$ cat src/rtl/table_stream_loader.sv
// Streams NIT words (multi-beat) then linear PFT words into their SRAMs, then kicks address_generator.
// Optional running lane checksum of accepted beats: define LOADER_CHECKSUM_EN.
module table_stream_loader #(
  parameter int NIT_ADDR_WIDTH = 12,
  parameter int NIT_WORD_WIDTH = 330,
  parameter int PFT_ADDR_WIDTH = 10,
  parameter int BEAT_WIDTH     = 128
) (
  input  logic                      clk,
  input  logic                      rstn,
  input  logic                      load_start,
  input  logic [NIT_ADDR_WIDTH:0]   n_nit,
  input  logic [PFT_ADDR_WIDTH:0]   n_pft,
  input  logic                      in_valid,
  output logic                      in_ready,
  input  logic [BEAT_WIDTH-1:0]     in_data,
  input  logic                      NIT_done,
  output logic                      NIT_write,
  output logic [NIT_ADDR_WIDTH-1:0] NIT_waddr,
  output logic [NIT_WORD_WIDTH-1:0] NIT_din,
  output logic                      write_PFT,
  output logic [PFT_ADDR_WIDTH-1:0] PFT_addr_write,
  output logic [BEAT_WIDTH-1:0]     PFT_din,
  output logic                      start,
  output logic                      busy,
  output logic                      done,
  output logic [31:0]               checksum
);

  localparam int NIT_BEATS  = (NIT_WORD_WIDTH + BEAT_WIDTH - 1) / BEAT_WIDTH;
  localparam int BUF_W      = (NIT_BEATS - 1) * BEAT_WIDTH;
  localparam int TAIL_W     = NIT_WORD_WIDTH - BUF_W;
  localparam int BEAT_CNT_W = $clog2(NIT_BEATS);
  localparam logic [BEAT_CNT_W-1:0]   LAST_BEAT = BEAT_CNT_W'(NIT_BEATS - 1);
  localparam logic [BEAT_CNT_W-1:0]   BEAT_ONE  = BEAT_CNT_W'(1);
  localparam logic [NIT_ADDR_WIDTH:0] NIT_ONE   = (NIT_ADDR_WIDTH + 1)'(1);
  localparam logic [PFT_ADDR_WIDTH:0] PFT_ONE   = (PFT_ADDR_WIDTH + 1)'(1);

  typedef enum logic [2:0] {
    S_IDLE, S_LOAD_NIT, S_LOAD_PFT, S_FLUSH, S_START, S_WAIT
  } state_t;

  state_t                    state_reg;
  logic [NIT_ADDR_WIDTH:0]   n_nit_reg;
  logic [PFT_ADDR_WIDTH:0]   n_pft_reg;
  logic [NIT_ADDR_WIDTH:0]   nit_word_reg;
  logic [PFT_ADDR_WIDTH:0]   pft_beat_reg;
  logic [BEAT_CNT_W-1:0]     beat_reg;
  logic                      ready_reg;
  logic                      nit_write_reg;
  logic [NIT_ADDR_WIDTH-1:0] nit_waddr_reg;
  logic [NIT_WORD_WIDTH-1:0] nit_din_reg;
  logic                      pft_write_reg;
  logic [PFT_ADDR_WIDTH-1:0] pft_addr_reg;
  logic [BEAT_WIDTH-1:0]     pft_din_reg;
  logic                      start_reg;
  logic                      busy_reg;
  logic                      done_reg;
  logic [BUF_W-1:0]          nit_buf;
  logic                      accept;

  assign accept = in_valid & ready_reg;

  // Lower beats of a NIT word wait here until the tail beat arrives.
  genvar gi;
  generate
    for (gi = 0; gi < NIT_BEATS - 1; gi++) begin : g_slot
      logic [BEAT_WIDTH-1:0] slot_reg;
      always_ff @(posedge clk or negedge rstn) begin
        if (!rstn)
          slot_reg <= '0;
        else if (state_reg == S_LOAD_NIT && accept && beat_reg == BEAT_CNT_W'(gi))
          slot_reg <= in_data;
      end
      assign nit_buf[gi*BEAT_WIDTH +: BEAT_WIDTH] = slot_reg;
    end
  endgenerate

  always_ff @(posedge clk or negedge rstn) begin
    if (!rstn) begin
      state_reg     <= S_IDLE;
      n_nit_reg     <= '0;
      n_pft_reg     <= '0;
      nit_word_reg  <= '0;
      pft_beat_reg  <= '0;
      beat_reg      <= '0;
      ready_reg     <= 1'b0;
      nit_write_reg <= 1'b0;
      nit_waddr_reg <= '0;
      nit_din_reg   <= '0;
      pft_write_reg <= 1'b0;
      pft_addr_reg  <= '0;
      pft_din_reg   <= '0;
      start_reg     <= 1'b0;
      busy_reg      <= 1'b0;
      done_reg      <= 1'b0;
    end else begin
      nit_write_reg <= 1'b0;
      pft_write_reg <= 1'b0;
      start_reg     <= 1'b0;
      done_reg      <= 1'b0;
      case (state_reg)
        S_IDLE: begin
          if (load_start) begin
            n_nit_reg    <= n_nit;
            n_pft_reg    <= n_pft;
            nit_word_reg <= '0;
            pft_beat_reg <= '0;
            beat_reg     <= '0;
            busy_reg     <= 1'b1;
            if (n_nit != '0) begin
              state_reg <= S_LOAD_NIT;
              ready_reg <= 1'b1;
            end else if (n_pft != '0) begin
              state_reg <= S_LOAD_PFT;
              ready_reg <= 1'b1;
            end else begin
              state_reg <= S_FLUSH;
            end
          end
        end
        S_LOAD_NIT: begin
          if (accept) begin
            if (beat_reg == LAST_BEAT) begin
              beat_reg      <= '0;
              nit_write_reg <= 1'b1;
              nit_waddr_reg <= nit_word_reg[NIT_ADDR_WIDTH-1:0];
              nit_din_reg   <= {in_data[TAIL_W-1:0], nit_buf};
              nit_word_reg  <= nit_word_reg + NIT_ONE;
              // Ready stays high into PFT so the next beat is taken as PFT data.
              if (nit_word_reg + NIT_ONE == n_nit_reg) begin
                if (n_pft_reg != '0) begin
                  state_reg <= S_LOAD_PFT;
                end else begin
                  state_reg <= S_FLUSH;
                  ready_reg <= 1'b0;
                end
              end
            end else begin
              beat_reg <= beat_reg + BEAT_ONE;
            end
          end
        end
        S_LOAD_PFT: begin
          if (accept) begin
            pft_write_reg <= 1'b1;
            pft_addr_reg  <= pft_beat_reg[PFT_ADDR_WIDTH-1:0];
            pft_din_reg   <= in_data;
            pft_beat_reg  <= pft_beat_reg + PFT_ONE;
            if (pft_beat_reg + PFT_ONE == n_pft_reg) begin
              state_reg <= S_FLUSH;
              ready_reg <= 1'b0;
            end
          end
        end
        S_FLUSH: begin
          state_reg <= S_START;
          start_reg <= 1'b1;
        end
        S_START: begin
          state_reg <= S_WAIT;
        end
        S_WAIT: begin
          if (NIT_done) begin
            done_reg  <= 1'b1;
            busy_reg  <= 1'b0;
            state_reg <= S_IDLE;
          end
        end
        default: begin
          state_reg <= S_IDLE;
          ready_reg <= 1'b0;
          busy_reg  <= 1'b0;
        end
      endcase
    end
  end

  assign in_ready       = ready_reg;
  assign NIT_write      = nit_write_reg;
  assign NIT_waddr      = nit_waddr_reg;
  assign NIT_din        = nit_din_reg;
  assign write_PFT      = pft_write_reg;
  assign PFT_addr_write = pft_addr_reg;
  assign PFT_din        = pft_din_reg;
  assign start          = start_reg;
  assign busy           = busy_reg;
  assign done           = done_reg;

`ifdef LOADER_CHECKSUM_EN
  localparam int LANES = BEAT_WIDTH / 32;
  logic [31:0] lane_sum;
  logic [31:0] checksum_reg;

  always_comb begin
    lane_sum = '0;
    for (int i = 0; i < LANES; i++)
      lane_sum = lane_sum + in_data[i*32 +: 32];
  end

  always_ff @(posedge clk or negedge rstn) begin
    if (!rstn)
      checksum_reg <= '0;
    else if (state_reg == S_IDLE && load_start)
      checksum_reg <= '0;
    else if (accept)
      checksum_reg <= checksum_reg + lane_sum;
  end

  assign checksum = checksum_reg;
`else
  assign checksum = '0;
`endif

endmodule

$ cat config.mk
export PLATFORM = sky130hd
export DESIGN_NAME = table_stream_loader
export DESIGN_NICKNAME = d
export VERILOG_FILES = /design/src/rtl/table_stream_loader.sv
export SDC_FILE = /design/constraint.sdc
export NUM_CORES = 1
export LEC_CHECK = 0
export CAP_MARGIN = 5
export CORE_MARGIN = 2
export CORE_UTILIZATION = 47
export CTS_BUF_LIST = sky130_fd_sc_hd__clkbuf_2
export DETAILED_ROUTE_END_ITERATION = 8
export GPL_TIMING_DRIVEN = 0
export PLACE_DENSITY = 0.78
export SETUP_SLACK_MARGIN = 0.2
export SLEW_MARGIN = 20
export SYNTH_ARGS = -nofsm -noshare
export SYNTH_HDL_FRONTEND = slang
export SYNTH_SLANG_ARGS = --single-unit
$ cat constraint.sdc
create_clock -name clk -period 2.4 [get_ports clk]
set_input_delay 0.72 -clock clk [delete_from_list [all_inputs] [get_ports clk]]
set_output_delay 0.72 -clock clk [all_outputs]
set_load 0.1 [all_outputs]
# Yosys cells after proc, flatten, opt, wreduce, memory -nomap -nowiden
# Index checks and enable logic that the tools add are counted.
[classes]
shifts = 0
n_mux = 43
add_sub_neg = 3
multipliers = 0
reduce_logical = 21
div = 0
eq_ne = 18
bitwise = 3
order_cmp = 0
[op_table]
columns = ["op", "n"]
rows = [
  ["$mux W13", 3],
  ["$pmux W13 S2", 1],
  ["$mux W11", 2],
  ["$pmux W11 S2", 1],
  ["$reduce_bool A11 Y1", 2],
  ["$mux W1", 21],
  ["$mux W3", 7],
  ["$pmux W3 S6", 1],
  ["$add A13 B1 Y13 const B", 1],
  ["$eq A13 B13 Y1", 1],
  ["$reduce_bool A13 Y1", 1],
  ["$ne A2 B2 Y1 const B", 6],
  ["$reduce_and A3 Y1", 4],
  ["$add A11 B1 Y11 const B", 1],
  ["$eq A11 B11 Y1", 1],
  ["$reduce_and A9 Y1", 1],
  ["$mux W2", 4],
  ["$reduce_and A7 Y1", 1],
  ["$eq A3 B2 Y1 const B", 2],
  ["$eq A3 B3 Y1 const B", 2],
  ["$ne A2 B1 Y1 const B", 2],
  ["$pmux W1 S4", 1],
  ["$pmux W2 S2", 1],
  ["$reduce_and A2 Y1", 2],
  ["other kinds (15)", 19],
]
[totals]
wordCells = 106
latchBits = 0
rom_bits = 0
reg_bits = 795
memories = 0
mem_bits_rw = 0

# Longest topological paths before layout
[depth]
word_depth = 6
mapped_depth = 12
ltp_nobuf = 8

# Worst setup path after synthesis
# No wires, ideal clock.
[synth_path]
kind = "flip-flop to flip-flop"
from = "register ready_reg, in the netlist in_ready"
to = "register g_slot[1].slot_reg[100]"
period_less_slack_ps = 2827
slack_ps = -427
setup_time_ps = 125
path_stages_with_launch = 8
t_arrival_ps = 2702
cell_sequence = "dfrtp_1 > buf_2 > nand3_1 > or3_1 > nor3b_1 > clkbuf_1 > buf_2 > mux2_2"
[synth_via]
elab_chain_len = 3
[synth_rtl]
columns = ["item", "line", "source"]
rows = [
  ["from (decl)", "49", "logic ready_reg;"],
  ["from (signal assigned)", "87", "ready_reg <= 1'b0;"],
  ["from (signal assigned)", "113", "ready_reg <= 1'b1;"],
  ["from (signal assigned)", "116", "ready_reg <= 1'b1;"],
  ["$and A1 B1 Y1", "62", "assign accept = in_valid & ready_reg;"],
  ["$logic_and A1 B1 Y1 (2 in series)", "72", "else if (state_reg == S_LOAD_NIT && accept && beat_reg == BEAT_CNT_W'(gi))"],
  ["to (signal assigned)", "73", "slot_reg <= in_data;"],
  ["to (decl)", "68", "logic [BEAT_WIDTH-1:0] slot_reg;"],
]
# Every way passes these cells.
# A chain may end at the register's enable or synchronous reset.

# Worst setup path after layout
[layout_path]
from = "register ready_reg, in the netlist in_ready"
to = "register pft_din_reg[34], in the netlist PFT_din[34]"
[layout_via]
elab_chain_len = 2
[layout_rtl]
columns = ["item", "line", "source"]
rows = [
  ["$and A1 B1 Y1", "62", ""],
  ["$reduce_and A2 Y1 (no source line)", "n/a", ""],
  ["to (signal assigned)", "148", "pft_din_reg <= in_data;"],
  ["to (decl)", "55", "logic [BEAT_WIDTH-1:0] pft_din_reg;"],
]
# Every way passes these cells.

==> out/qor.csv <==
stage,metric,value,unit
run_status,outcome,"finished, violations left",
run_status,violations,"design-rule violations, negative setup slack",
critical_path,critPathBufInv,7,
timing,fin_skew,0.121,ns
grt,grt-ovfl-total,0,
synthesis,yosysWarnings,0,
timing,setup_ws,-0.652,ns
critical_path,critPathMaxFanout,10,
critical_path,reg2reg_to,PFT_din[34],
clock_network,h-tree-depth,4,
timing,hold_slack,0.256,ns
routing,avgRoutedWirePerCell,28.5,µm
synthesis,synth_cell_types,62,
finish,nFillCells,3262,
critical_path,max_stage_delay,0.56,ns
finish,largest_reg_flops,330,
timing,period_minus_slack,3.05,ns
clock_network,clk_pin_slew,0.16,ns
run,cap_violations,0,
clock_network,cts_buffer_depth,3,
die,die-area,68300,µm²
grt,grt_most_used_layer,met2,
finish,final_nets,4414,
routing,drc,1,
grt,grt_antenna_before_repair,9,
finish,multi_input_area,10500,µm²
die,core,65600,µm²
synthesis,ys.flop_type,dfrtp_1,
synthesis,yosysMostFrequentCell,nand2_1,
timing,relSlewSlack,36.5,%
critical_path,path_class,reg2reg,
clock_network,cts_buffers,195,
routing,vias,30600,
critical_path,cp_data_arrival_time,4.38,ns
placed_design,dp_cells,4519,
die,die_x,261,µm
finish,drive_above_1_share,35.6,%
critical_path,path_cells,"buf_4, buf_6, buf_4, nand4_1, inv_1, clkbuf_4, buf_16, clkbuf_2, nand2_1, nand2_1",
grt,grt_pass1_wl,184000,µm
hold_path,hold_path.class,in2reg,
hold_path,hp-start,in_valid,
placed_design,placed_area,39300,µm²
clock_network,cts.sinks,795,
critical_path,reg2reg_from,in_ready,
synthesis,post_synth.cell_area_avg,10.5,µm²
critical_path,required,3.73,ns
timing,maxSlewViolCount,0,
routing,drt_wl_total,150000,µm
synthesis,synth_edf_count,0,
synthesis,synth_common_cells,"1487 x nand2_1, 795 x dfrtp_1, 280 x mux2_2",
critical_path,startpoint_type,flip-flop,
timing,finalCritPeriodShare,127,%
routing,vias_per_cell,5.82,
timing,timing.fmax,0.328,GHz
clock_network,clock_tree.root_cell,clkbuf_2,
power,p_leak,0.0257,µW
die,io_pins,675,
critical_path,cp-end-kind,flip-flop,
die,initial_utilization,47.4,%
grt,groute.usage.overall,36.2,%
critical_path,reg2reg_depth,10,
critical_path,crit_slowest_cell,nand2_1,
hold_path,hold_depth,3,
synthesis,syn_inst,2973,
routing,first_iter_violations,3849,
synthesis,ys_ff_latch,795,
synthesis,ys_async_sr_fraction,100,%
placed_design,gp_congestion,0.918,
power,power.density,1320,nW/µm²
grt,grt_max_degree,103,
routing,antenna_left,0,
clock_network,cts_tree,yes,
finish,seq_area,19900,µm²
timing,worst_slew_pin_slew,0.950,ns
grt,grt_pass1_vias,29800,
grt,grt_util_met2,57.8,%
timing,rsz0062_at_grt,yes,
hold_path,worstHoldEndpoint,pft_beat_reg[2],
synthesis,synthTopCellsByArea,"dfrtp_1 64%, nand2_1 18%, mux2_2 10%",
timing,final-hold-violation-count,0,
die,num_rows,94,
synthesis,synth.top_cell.area_share,63.9,%
finish,fin_util,77.8,%
critical_path,critPathTopFamily,buffers and inverters,
placed_design,hpwlAfterDp,70300,µm
power,ir_drop,1.28,mV
finish,syn2layout_area_growth,64.0,%
critical_path,regToRegSetupSlack,-0.65,ns
placed_design,port_buffers,642,
timing,setup_viol,639,
power,power,67300,µW
finish,stdcell_count,5255,
finish,fin_area,51100,µm²
clock_network,clk_latency,1.37,ns
synthesis,syn_area,31100,µm²
synthesis,synth.largest_area_cell,dfrtp_1,
synthesis,yosysSeqAreaShare,63.9,%
grt,grtUsageMet1,40.2,%
die,die_h,261,µm
grt,met3_usage,13.0,%
routing,firstDrtPassIters,9,
cells by family (layout without fill, tap and decap cells):
| family | Yosys count | in the layout | share of synthesized area, % |
|---|---|---|---|
| AOI/OAI and AO/OA | 82 | 82 | 1.83 |
| xor gates and xnor gates | 31 | 31 | 0.872 |
| adders and majority gates | 3 | 3 | 0.112 |
| buffers and inverters | 199 | 1581 | 3.36 |
| DFF | 795 | 795 | 63.9 |
| muxes | 280 | 280 | 10.1 |
| other | 1 | 37 | 0.0120 |
| and+or+nand+nor | 1582 | 1582 | 19.8 |
placed cells by master, fill, tap and decap left out, drive strengths merged, types with 3 or more instances in the layout:
master,instances
nand2,1488
buf,850
dfrtp,795
clkbuf,361
mux2,280
clkdlybuf4s50,155
dlygate4sd3,153
clkinv,46
o21ai,39
conb,32
xnor2,24
nand3,20
nor2,14
nor3,12
inv,11
and3,9
o31ai,8
nor4,8
nand2b,7
xor2,7
a21oi,7
diode,5
nand4,5
o211ai,4
a21o,3
bufinv,3
nor3b,3
and2,3
a31oi,3
or3,3
through the flow:
| step | setup TNS [ns] | setup slack (ns) |
|---|---|---|
| detailed placement | -668.74 | -1.33 |
| floorplan | 0 | 0.165 |
| global route | -243.54 | -0.858 |
| finish | -153.19 | -0.652 |
| CTS | -292.26 | -0.585 |
| global placement | - | -40.58 |
worst register-to-register path: cells and delay by family, from the launching register on:
kind          cells  cell delay, ns
simple gates      3            1.04
flops             1            0.45
buf+inv           7            1.55
repair_timing:
| item | CTS | global route |
|---|---|---|
| setup buffers | 94 | 116 |
| pin swaps | 2 | 18 |
| gates cloned | 3 | 36 |
| gates resized for setup | 4389 | 347 |
| hold endpoints to repair | 772 | 0 |
| setup endpoints to repair | 1232 | 1247 |
| hold buffers | 154 | 0 |
layout make-up:
type                       instances  area share, %
inverter                           7         0.0759
antenna                            5         0.0245
buffer                           192           3.81
sequential                       795           39.0
clock inverter                    55          0.657
tap                              864           2.12
timing repair buffer            1054           31.0
clock buffer                     273           2.68
multi-input combinational       2010           20.6
worst max-delay path by stage:
stage | start | endpoint | slack (ns) | depth (start not counted)
floorplan | in_ready | g_slot[0].slot_reg[112] | 0.17 | 7
finish | in_ready | PFT_din[34] | -0.65 | 10
CTS | in_ready | in_ready | -0.58 | 1
global placement | rstn | in_ready | -40.58 | 1
global route | in_ready | PFT_din[34] | -0.86 | 10
detailed placement | in_valid | PFT_din[125] | -1.33 | 7
report_power, final:
part           internal (µW)  total, µW  switching [µW]
Sequential             17800      22200            4420
Combinational          13200      35300           22100
Clock                   3400       9800            6400
Total                  34400      67300           32900
metal layers:
metal  up-vias  wire (µm)  share of wire [%]
li1      12000          -                  -
met1     15000      48200                 32
met2      2531      68000                 45
met3       959      19300                 13
met4         8      13900                9.3
met5         -        171               0.11
Power figures use the tool's default switching activity.
